$ cat src/rtl/axil_simple_register_master_if.sv
// axi_lite: single-beat AXI-lite bus bundle, 32-bit address and data.
//
// Modports:
//   master  drives AW/W/AR channels and BREADY/RREADY.
//   slave   drives AWREADY/WREADY/ARREADY and the B/R channels.

interface axi_lite;
    logic [31:0] awaddr;
    logic [2:0]  awprot;
    logic        awvalid;
    logic        awready;

    logic [31:0] wdata;
    logic [3:0]  wstrb;
    logic        wvalid;
    logic        wready;

    logic [1:0]  bresp;
    logic        bvalid;
    logic        bready;

    logic [31:0] araddr;
    logic [2:0]  arprot;
    logic        arvalid;
    logic        arready;

    logic [31:0] rdata;
    logic [1:0]  rresp;
    logic        rvalid;
    logic        rready;

    modport master (
        output awaddr, awprot, awvalid,
        input  awready,
        output wdata, wstrb, wvalid,
        input  wready,
        input  bresp, bvalid,
        output bready,
        output araddr, arprot, arvalid,
        input  arready,
        input  rdata, rresp, rvalid,
        output rready
    );

    modport slave (
        input  awaddr, awprot, awvalid,
        output awready,
        input  wdata, wstrb, wvalid,
        output wready,
        output bresp, bvalid,
        input  bready,
        input  araddr, arprot, arvalid,
        output arready,
        output rdata, rresp, rvalid,
        input  rready
    );
endinterface

$ cat src/rtl/axil_simple_register_master.sv
// axil_simple_register_master: AXI-lite initiator issuing one single-beat
// register read or write at a time on behalf of local sequencing logic.
//
// Ports:
//   clock, reset          system clock, synchronous active-high reset
//   cmd_valid/cmd_ready   command handshake; cmd_ready only in IDLE
//   cmd_write             1 = write, 0 = read
//   cmd_address           register index (word granularity)
//   cmd_data, cmd_strobe  write data and byte strobes
//   rsp_valid/rsp_ready   response handshake
//   rsp_write             echo of the command direction
//   rsp_data              read data, 0 for writes
//   rsp_resp              BRESP/RRESP from the slave, forwarded unchanged
//   busy                  high whenever a transaction is in progress
//   axil                  AXI-lite master port
//
// state        | meaning
// -------------+-------------------------------------------------------
// IDLE         | waiting for a command, cmd_ready high
// WR_ADDR_DATA | AWVALID/WVALID outstanding until both handshakes done
// WR_RESP      | BREADY high, waiting for BVALID
// RD_ADDR      | ARVALID high, waiting for ARREADY
// RD_DATA      | RREADY high, waiting for RVALID
// RESPOND      | rsp_valid high, waiting for rsp_ready

module axil_simple_register_master #(
    parameter logic [31:0] BASE_ADDRESS  = 32'h0,
    parameter int          ADDRESS_WIDTH = 30
) (
    input  logic                     clock,
    input  logic                     reset,

    input  logic                     cmd_valid,
    output logic                     cmd_ready,
    input  logic                     cmd_write,
    input  logic [ADDRESS_WIDTH-1:0] cmd_address,
    input  logic [31:0]              cmd_data,
    input  logic [3:0]               cmd_strobe,

    output logic                     rsp_valid,
    input  logic                     rsp_ready,
    output logic                     rsp_write,
    output logic [31:0]              rsp_data,
    output logic [1:0]               rsp_resp,

    output logic                     busy,

    axi_lite.master                  axil
);

    typedef enum logic [2:0] {
        IDLE,
        WR_ADDR_DATA,
        WR_RESP,
        RD_ADDR,
        RD_DATA,
        RESPOND
    } state_t;

    state_t      state_q;
    state_t      state_d;

    logic [31:0] address_q;
    logic [31:0] data_q;
    logic [3:0]  strobe_q;
    logic        write_q;

    logic        aw_valid_q;
    logic        w_valid_q;
    logic        ar_valid_q;
    logic        aw_done_q;
    logic        w_done_q;

    logic        rsp_write_q;
    logic [31:0] rsp_data_q;
    logic [1:0]  rsp_resp_q;

    logic [31:0] cmd_byte_offset;
    logic [31:0] cmd_bus_address;
    logic        accept;
    logic        aw_hs;
    logic        w_hs;
    logic        ar_hs;
    logic        b_hs;
    logic        r_hs;
    logic        aw_complete;
    logic        w_complete;

    // Word index to byte address; the sum wraps modulo 2^32.
    assign cmd_byte_offset = 32'({cmd_address, 2'b00});
    assign cmd_bus_address = BASE_ADDRESS + cmd_byte_offset;

    assign accept = (state_q == IDLE) && cmd_valid;
    assign aw_hs  = aw_valid_q && axil.awready;
    assign w_hs   = w_valid_q && axil.wready;
    assign ar_hs  = ar_valid_q && axil.arready;
    assign b_hs   = (state_q == WR_RESP) && axil.bvalid;
    assign r_hs   = (state_q == RD_DATA) && axil.rvalid;

    // AW and W may complete in either order or together.
    assign aw_complete = aw_done_q || aw_hs;
    assign w_complete  = w_done_q || w_hs;

    always_comb begin
        state_d     = state_q;
        cmd_ready   = 1'b0;
        busy        = 1'b1;
        rsp_valid   = 1'b0;
        axil.bready = 1'b0;
        axil.rready = 1'b0;

        case (state_q)
            IDLE: begin
                cmd_ready = 1'b1;
                busy      = 1'b0;
                if (cmd_valid) begin
                    state_d = cmd_write ? WR_ADDR_DATA : RD_ADDR;
                end
            end
            WR_ADDR_DATA: begin
                if (aw_complete && w_complete) begin
                    state_d = WR_RESP;
                end
            end
            WR_RESP: begin
                axil.bready = 1'b1;
                if (axil.bvalid) begin
                    state_d = RESPOND;
                end
            end
            RD_ADDR: begin
                if (ar_hs) begin
                    state_d = RD_DATA;
                end
            end
            RD_DATA: begin
                axil.rready = 1'b1;
                if (axil.rvalid) begin
                    state_d = RESPOND;
                end
            end
            RESPOND: begin
                rsp_valid = 1'b1;
                if (rsp_ready) begin
                    state_d = IDLE;
                end
            end
            default: begin
                state_d = IDLE;
            end
        endcase
    end

    always_ff @(posedge clock) begin
        if (reset) begin
            state_q     <= IDLE;
            address_q   <= '0;
            data_q      <= '0;
            strobe_q    <= '0;
            write_q     <= 1'b0;
            aw_valid_q  <= 1'b0;
            w_valid_q   <= 1'b0;
            ar_valid_q  <= 1'b0;
            aw_done_q   <= 1'b0;
            w_done_q    <= 1'b0;
            rsp_write_q <= 1'b0;
            rsp_data_q  <= '0;
            rsp_resp_q  <= '0;
        end else begin
            state_q <= state_d;

            // Valids are registered so they rise the cycle after accept.
            if (accept) begin
                address_q  <= cmd_bus_address;
                data_q     <= cmd_data;
                strobe_q   <= cmd_strobe;
                write_q    <= cmd_write;
                aw_valid_q <= cmd_write;
                w_valid_q  <= cmd_write;
                ar_valid_q <= !cmd_write;
                aw_done_q  <= 1'b0;
                w_done_q   <= 1'b0;
            end

            if (aw_hs) begin
                aw_valid_q <= 1'b0;
                aw_done_q  <= 1'b1;
            end

            if (w_hs) begin
                w_valid_q <= 1'b0;
                w_done_q  <= 1'b1;
            end

            if (ar_hs) begin
                ar_valid_q <= 1'b0;
            end

            if (b_hs) begin
                rsp_write_q <= write_q;
                rsp_data_q  <= '0;
                rsp_resp_q  <= axil.bresp;
            end

            if (r_hs) begin
                rsp_write_q <= write_q;
                rsp_data_q  <= axil.rdata;
                rsp_resp_q  <= axil.rresp;
            end
        end
    end

    assign axil.awaddr  = address_q;
    assign axil.awprot  = 3'b000;
    assign axil.awvalid = aw_valid_q;
    assign axil.wdata   = data_q;
    assign axil.wstrb   = strobe_q;
    assign axil.wvalid  = w_valid_q;
    assign axil.araddr  = address_q;
    assign axil.arprot  = 3'b000;
    assign axil.arvalid = ar_valid_q;

    assign rsp_write = rsp_write_q;
    assign rsp_data  = rsp_data_q;
    assign rsp_resp  = rsp_resp_q;

endmodule

$ cat src/flat_wrapper.sv
// flat-port wrapper written by rule: the top's interface ports become plain ports
module axil_simple_register_master_flat 
#(
    parameter logic [31:0] BASE_ADDRESS  = 32'h0,
    parameter int          ADDRESS_WIDTH = 30
)
  (clock, reset, cmd_valid, cmd_ready, cmd_write, cmd_address, cmd_data, cmd_strobe, rsp_valid, rsp_ready, rsp_write, rsp_data, rsp_resp, busy, axil_awaddr, axil_awprot, axil_awvalid, axil_awready, axil_wdata, axil_wstrb, axil_wvalid, axil_wready, axil_bresp, axil_bvalid, axil_bready, axil_araddr, axil_arprot, axil_arvalid, axil_arready, axil_rdata, axil_rresp, axil_rvalid, axil_rready);
  axi_lite axil_i ();
  input  logic clock;
  input  logic reset;
  input  logic cmd_valid;
  output logic cmd_ready;
  input  logic cmd_write;
  input  logic [ADDRESS_WIDTH-1:0] cmd_address;
  input  logic [31:0] cmd_data;
  input  logic [3:0] cmd_strobe;
  output logic rsp_valid;
  input  logic rsp_ready;
  output logic rsp_write;
  output logic [31:0] rsp_data;
  output logic [1:0] rsp_resp;
  output logic busy;
  output wire logic [$bits(axil_i.awaddr)-1:0] axil_awaddr;
  output wire logic [$bits(axil_i.awprot)-1:0] axil_awprot;
  output wire logic [$bits(axil_i.awvalid)-1:0] axil_awvalid;
  input wire logic [$bits(axil_i.awready)-1:0] axil_awready;
  output wire logic [$bits(axil_i.wdata)-1:0] axil_wdata;
  output wire logic [$bits(axil_i.wstrb)-1:0] axil_wstrb;
  output wire logic [$bits(axil_i.wvalid)-1:0] axil_wvalid;
  input wire logic [$bits(axil_i.wready)-1:0] axil_wready;
  input wire logic [$bits(axil_i.bresp)-1:0] axil_bresp;
  input wire logic [$bits(axil_i.bvalid)-1:0] axil_bvalid;
  output wire logic [$bits(axil_i.bready)-1:0] axil_bready;
  output wire logic [$bits(axil_i.araddr)-1:0] axil_araddr;
  output wire logic [$bits(axil_i.arprot)-1:0] axil_arprot;
  output wire logic [$bits(axil_i.arvalid)-1:0] axil_arvalid;
  input wire logic [$bits(axil_i.arready)-1:0] axil_arready;
  input wire logic [$bits(axil_i.rdata)-1:0] axil_rdata;
  input wire logic [$bits(axil_i.rresp)-1:0] axil_rresp;
  input wire logic [$bits(axil_i.rvalid)-1:0] axil_rvalid;
  output wire logic [$bits(axil_i.rready)-1:0] axil_rready;
  assign axil_awaddr = axil_i.awaddr;
  assign axil_awprot = axil_i.awprot;
  assign axil_awvalid = axil_i.awvalid;
  assign axil_i.awready = axil_awready;
  assign axil_wdata = axil_i.wdata;
  assign axil_wstrb = axil_i.wstrb;
  assign axil_wvalid = axil_i.wvalid;
  assign axil_i.wready = axil_wready;
  assign axil_i.bresp = axil_bresp;
  assign axil_i.bvalid = axil_bvalid;
  assign axil_bready = axil_i.bready;
  assign axil_araddr = axil_i.araddr;
  assign axil_arprot = axil_i.arprot;
  assign axil_arvalid = axil_i.arvalid;
  assign axil_i.arready = axil_arready;
  assign axil_i.rdata = axil_rdata;
  assign axil_i.rresp = axil_rresp;
  assign axil_i.rvalid = axil_rvalid;
  assign axil_rready = axil_i.rready;
  axil_simple_register_master #(.BASE_ADDRESS(BASE_ADDRESS), .ADDRESS_WIDTH(ADDRESS_WIDTH)) u_core (.clock(clock), .reset(reset), .cmd_valid(cmd_valid), .cmd_ready(cmd_ready), .cmd_write(cmd_write), .cmd_address(cmd_address), .cmd_data(cmd_data), .cmd_strobe(cmd_strobe), .rsp_valid(rsp_valid), .rsp_ready(rsp_ready), .rsp_write(rsp_write), .rsp_data(rsp_data), .rsp_resp(rsp_resp), .busy(busy), .axil(axil_i));
endmodule
$ cat config.mk
export PLATFORM = sky130hd
export DESIGN_NAME = axil_simple_register_master_flat
export DESIGN_NICKNAME = d
export VERILOG_FILES = /design/src/rtl/axil_simple_register_master_if.sv /design/src/rtl/axil_simple_register_master.sv /design/src/flat_wrapper.sv
export SDC_FILE = /design/constraint.sdc
export NUM_CORES = 1
export LEC_CHECK = 0
export CORE_MARGIN = 2
export CORE_UTILIZATION = 34
export CTS_CLUSTER_SIZE = 16
export DETAILED_ROUTE_END_ITERATION = 6
export GPL_ROUTABILITY_DRIVEN = 0
export PLACE_DENSITY = 0.77
export SKIP_CTS_REPAIR_TIMING = 1
export SYNTH_ARGS = -nofsm -noshare
export SYNTH_HDL_FRONTEND = slang
export SYNTH_SLANG_ARGS = --single-unit
$ cat constraint.sdc
create_clock -name clock -period 1.5 [get_ports clock]
set_clock_uncertainty 0.1 [all_clocks]
set_input_delay 0.225 -clock clock [delete_from_list [all_inputs] [get_ports clock]]
set_output_delay 0.225 -clock clock [all_outputs]
set_load 0.005 [all_outputs]
==> flow_summary.toml, run 1 <==
[synthesis]
yosysWarningCount = 0
synth_edf_count = 0
synth_compound_area_share_pct = 14.4
ys.flop_type = "dfxtp_1"
synth-seq-area-share_pct = 49.6
synth_mux_area_share_pct = 0.732
ys_ff_latch = 110
synth-simple-area-share_pct = 22.7
synth_cells = 549
syn-mean-instance-area_sq_um = 8.09
synth_top_family_by_area = "simple AND/OR/NAND/NOR gates"
ys_async_sr_fraction_pct = 0
synth_xor_area_share_pct = 0
synth-adder-area-share_pct = 0
synth_cell_types = 33
netlist_area_sq_um = 4440

[critical_path]
worstReg2RegEnd = "u_core.axil.wdata[3]$_SDFFE_PP0P_"
reg2reg_depth = 5
worstSetupPathType = "reg -> reg"
endpoint = "u_core.axil.wdata[3]$_SDFFE_PP0P_"
endpoint_kind = "register"
r2r_slack_ns = -0.17
required_ns = 1.62
critPathMaxFanout = 28
critPathArrivalTime_ns = 1.79
critPathLaunchType = "register"
startpoint = "u_core.state_q[2]$_SDFFE_PP0P_"
critical_path.reg2reg.startpoint = "u_core.state_q[2]$_SDFFE_PP0P_"

[placement]
dp_hpwl_microns = 9820
dp_slack_ns = -0.529
portBuffers = 250
post-place-cells = 926

[job]
maxCapViolCount = 0

[timing]
fin_crit_sh_pct = 111
fin_crit_ns = 1.67
rsz0062_at_grt = "true"
slew_viol_final = 0
finalHoldViolations = 0
worst_slack_ns = -0.171
setup_viol = 115
clock.fmax_mhz = 598

[detailed_routing]
ant_nets = 0
drc = 0
drt_iter0_drc = 196
routed_wl_microns = 15800
first_pass_iters = 6
num_vias = 4709
post_drt_wl_per_cell_microns = 16.4
viasPerCell = 4.87

[cells_and_area]
syn_to_final_growth_pct = 86.4
layout.cells.non_filler = 967
diodes = 0
fillers = 977
final_layout_size_suffix_gt1_share_pct = 22.8
fin_nets = 902

[grt]
grt_usage_pct = 18.1
grt_pass1_vias = 4204
grt_pass1_wl_microns = 20600
grt_max_degree = 57
gr-total-overflow = 0
antenna_found_initial = 0

[clock_network]
htreeDepth = 3
clk_latency_ns = 0.34
cts_num_sinks = 110
cts_buffer_depth = 2
cts_root_buffer = "clkbuf_16"
numCtsBuffers = 9
clk_pin_slew_ns = 0.07
cts_tree = "yes"

[floorplanning]
top_level_ports = 261
dieWidth_microns = 118
core-area_sq_um = 12700
num_rows = 41
dieArea_sq_um = 14000
die_h_microns = 118
initial_core_util_pct = 35.1

[min_path]
hold_path_class = "in -> reg"

[power]
power_density_nw_per_um2 = 909
p_leak_nw = 5.26
p_total_mw = 7.52
ir_worst_vdd_uv = 584

[status]
status = "complete, but fails checks"
violations = "negative setup slack"
[report_power, final]
group | switching (mW) | internal, mW | total, mW
logic | 0.758 | 1.01 | 1.77
registers | 0.116 | 3.12 | 3.24
clock network | 1.05 | 1.46 | 2.52
[state kept, by name (all words and copies together) (netlist names)]
register	count
u_core.axil.araddr	30
u_core.state_q	3
u_core.rsp_write	1
u_core.rsp_data	32
u_core.rsp_resp	2
u_core.write_q	1
u_core.aw_done_q	1
u_core.axil.arvalid	1
u_core.axil.wdata	32
u_core.axil.wstrb	4
u_core.axil.wvalid	1
u_core.axil.awvalid	1
u_core.w_done_q	1
[per-layer routing]
metal	vias up	GRT usage, %	routed length (microns)
met3	38	6.03	1260
met1	2217	18.9	6000
met2	208	33.1	8070
met5	-	0	0
met4	0	7.61	518
li1	2246	-	-
[cell usage after synthesis (3+ instances only)]
cell      instances  area share (%)
a21oi_1         105              12
nand2b_1          4            0.56
nand2_1         174              15
a311oi_1          3            0.59
buf_4            41             6.9
buf_2            14             1.6
nor3_1            3            0.34
dfxtp_1         110              50
a21oi_2           3            0.59
nand3_1          35             3.9
nor2_1            4            0.34
buf_6             9             2.3
clkbuf_1         17             1.4
[placed cells by master (no fill, tap or decap), types with 2 or more instances in the layout]
| cell type | n |
|---|---|
| clkbuf_2 | 3 |
| bufinv_16 | 2 |
| dfxtp_1 | 71 |
| nand2_4 | 17 |
| nand2b_1 | 3 |
| a21oi_2 | 29 |
| nor2_1 | 2 |
| clkdlybuf4s50_1 | 112 |
| a311oi_1 | 3 |
| nand2_1 | 151 |
| buf_2 | 2 |
| nand2_2 | 7 |
| buf_12 | 9 |
| dlymetal6s2s_1 | 132 |
| nor2_2 | 2 |
| nand4bb_1 | 2 |
| clkbuf_16 | 15 |
| buf_6 | 9 |
| a21oi_1 | 79 |
| conb_1 | 10 |
| dfxtp_2 | 37 |
| dfxtp_4 | 2 |
| o21ai_0 | 2 |
| buf_4 | 30 |
| o21ai_1 | 2 |
| clkinv_2 | 2 |
| inv_1 | 2 |
| nand3_1 | 35 |
[cell families (layout without fill, tap and decap cells)]
logic type	after synthesis	count (layout)
AO/OA/AOI/OAI	119	119
flip-flops	110	110
AND/OR/NAND/NOR	232	232
other	1	10
multiplexers	2	2
buffers and inverters	85	322
[how the worst min path moves through the flow]
stage,from,to,slack [ns],cells after the start
floorplan,cmd_data[0],u_core.axil.wdata[0]$_SDFFE_PP0P_,0.26,2
global placement,u_core.axil.wdata[31]$_SDFFE_PP0P_,u_core.axil.wdata[31]$_SDFFE_PP0P_,0.34,2
detailed placement,u_core.axil.wdata[14]$_SDFFE_PP0P_,u_core.axil.wdata[14]$_SDFFE_PP0P_,0.35,2
CTS,reset,u_core.write_q$_SDFFE_PP0P_,0.17,2
global route,reset,u_core.axil.wdata[2]$_SDFFE_PP0P_,0.19,2
finish,reset,u_core.axil.wdata[2]$_SDFFE_PP0P_,0.18,2
[stage by stage]
stage | util, % | instance area [sq um] | TNS (ns) | hold slack [ns]
after floorplan | - | 4490 | -1.16 | 0.261
after global placement | 55.0 | 6970 | -39.50 | 0.341
after detailed placement | 55.0 | 6970 | -43.24 | 0.347
after CTS | 57.5 | 7280 | -30.52 | 0.169
after global routing | 65.4 | 8280 | -19.97 | 0.189
final | 65.4 | 8280 | -13.38 | 0.175
[critical path: stages, from the launching register on]
cell,delay (ns)
dfxtp_2,0.33
buf_4,0.12
or4b_4,0.59
clkbuf_16,0.24
nand2_1,0.10
a21oi_1,0.06
[area by class of cell]
class	count	area, sq um	share of cell area [%]
repair buffers	304	3470	41.9
flip-flops and latches	110	2260	27.2
multi-input cells	363	2020	24.4
clock buffers	10	229	2.77
well taps	172	215	2.60
clock inverters	6	86.3	1.04
inverters	2	7.51	0.0907
Note: power is estimated with default switching activity, not from simulation.
==> inputs of run 2 (changes only) <==
- ABC_AREA: not set -> 0
- SLEW_MARGIN: not set -> 20
==> results of run 2 <==
Same layout as run 1: the final DEF is identical, and so are final timing and power.
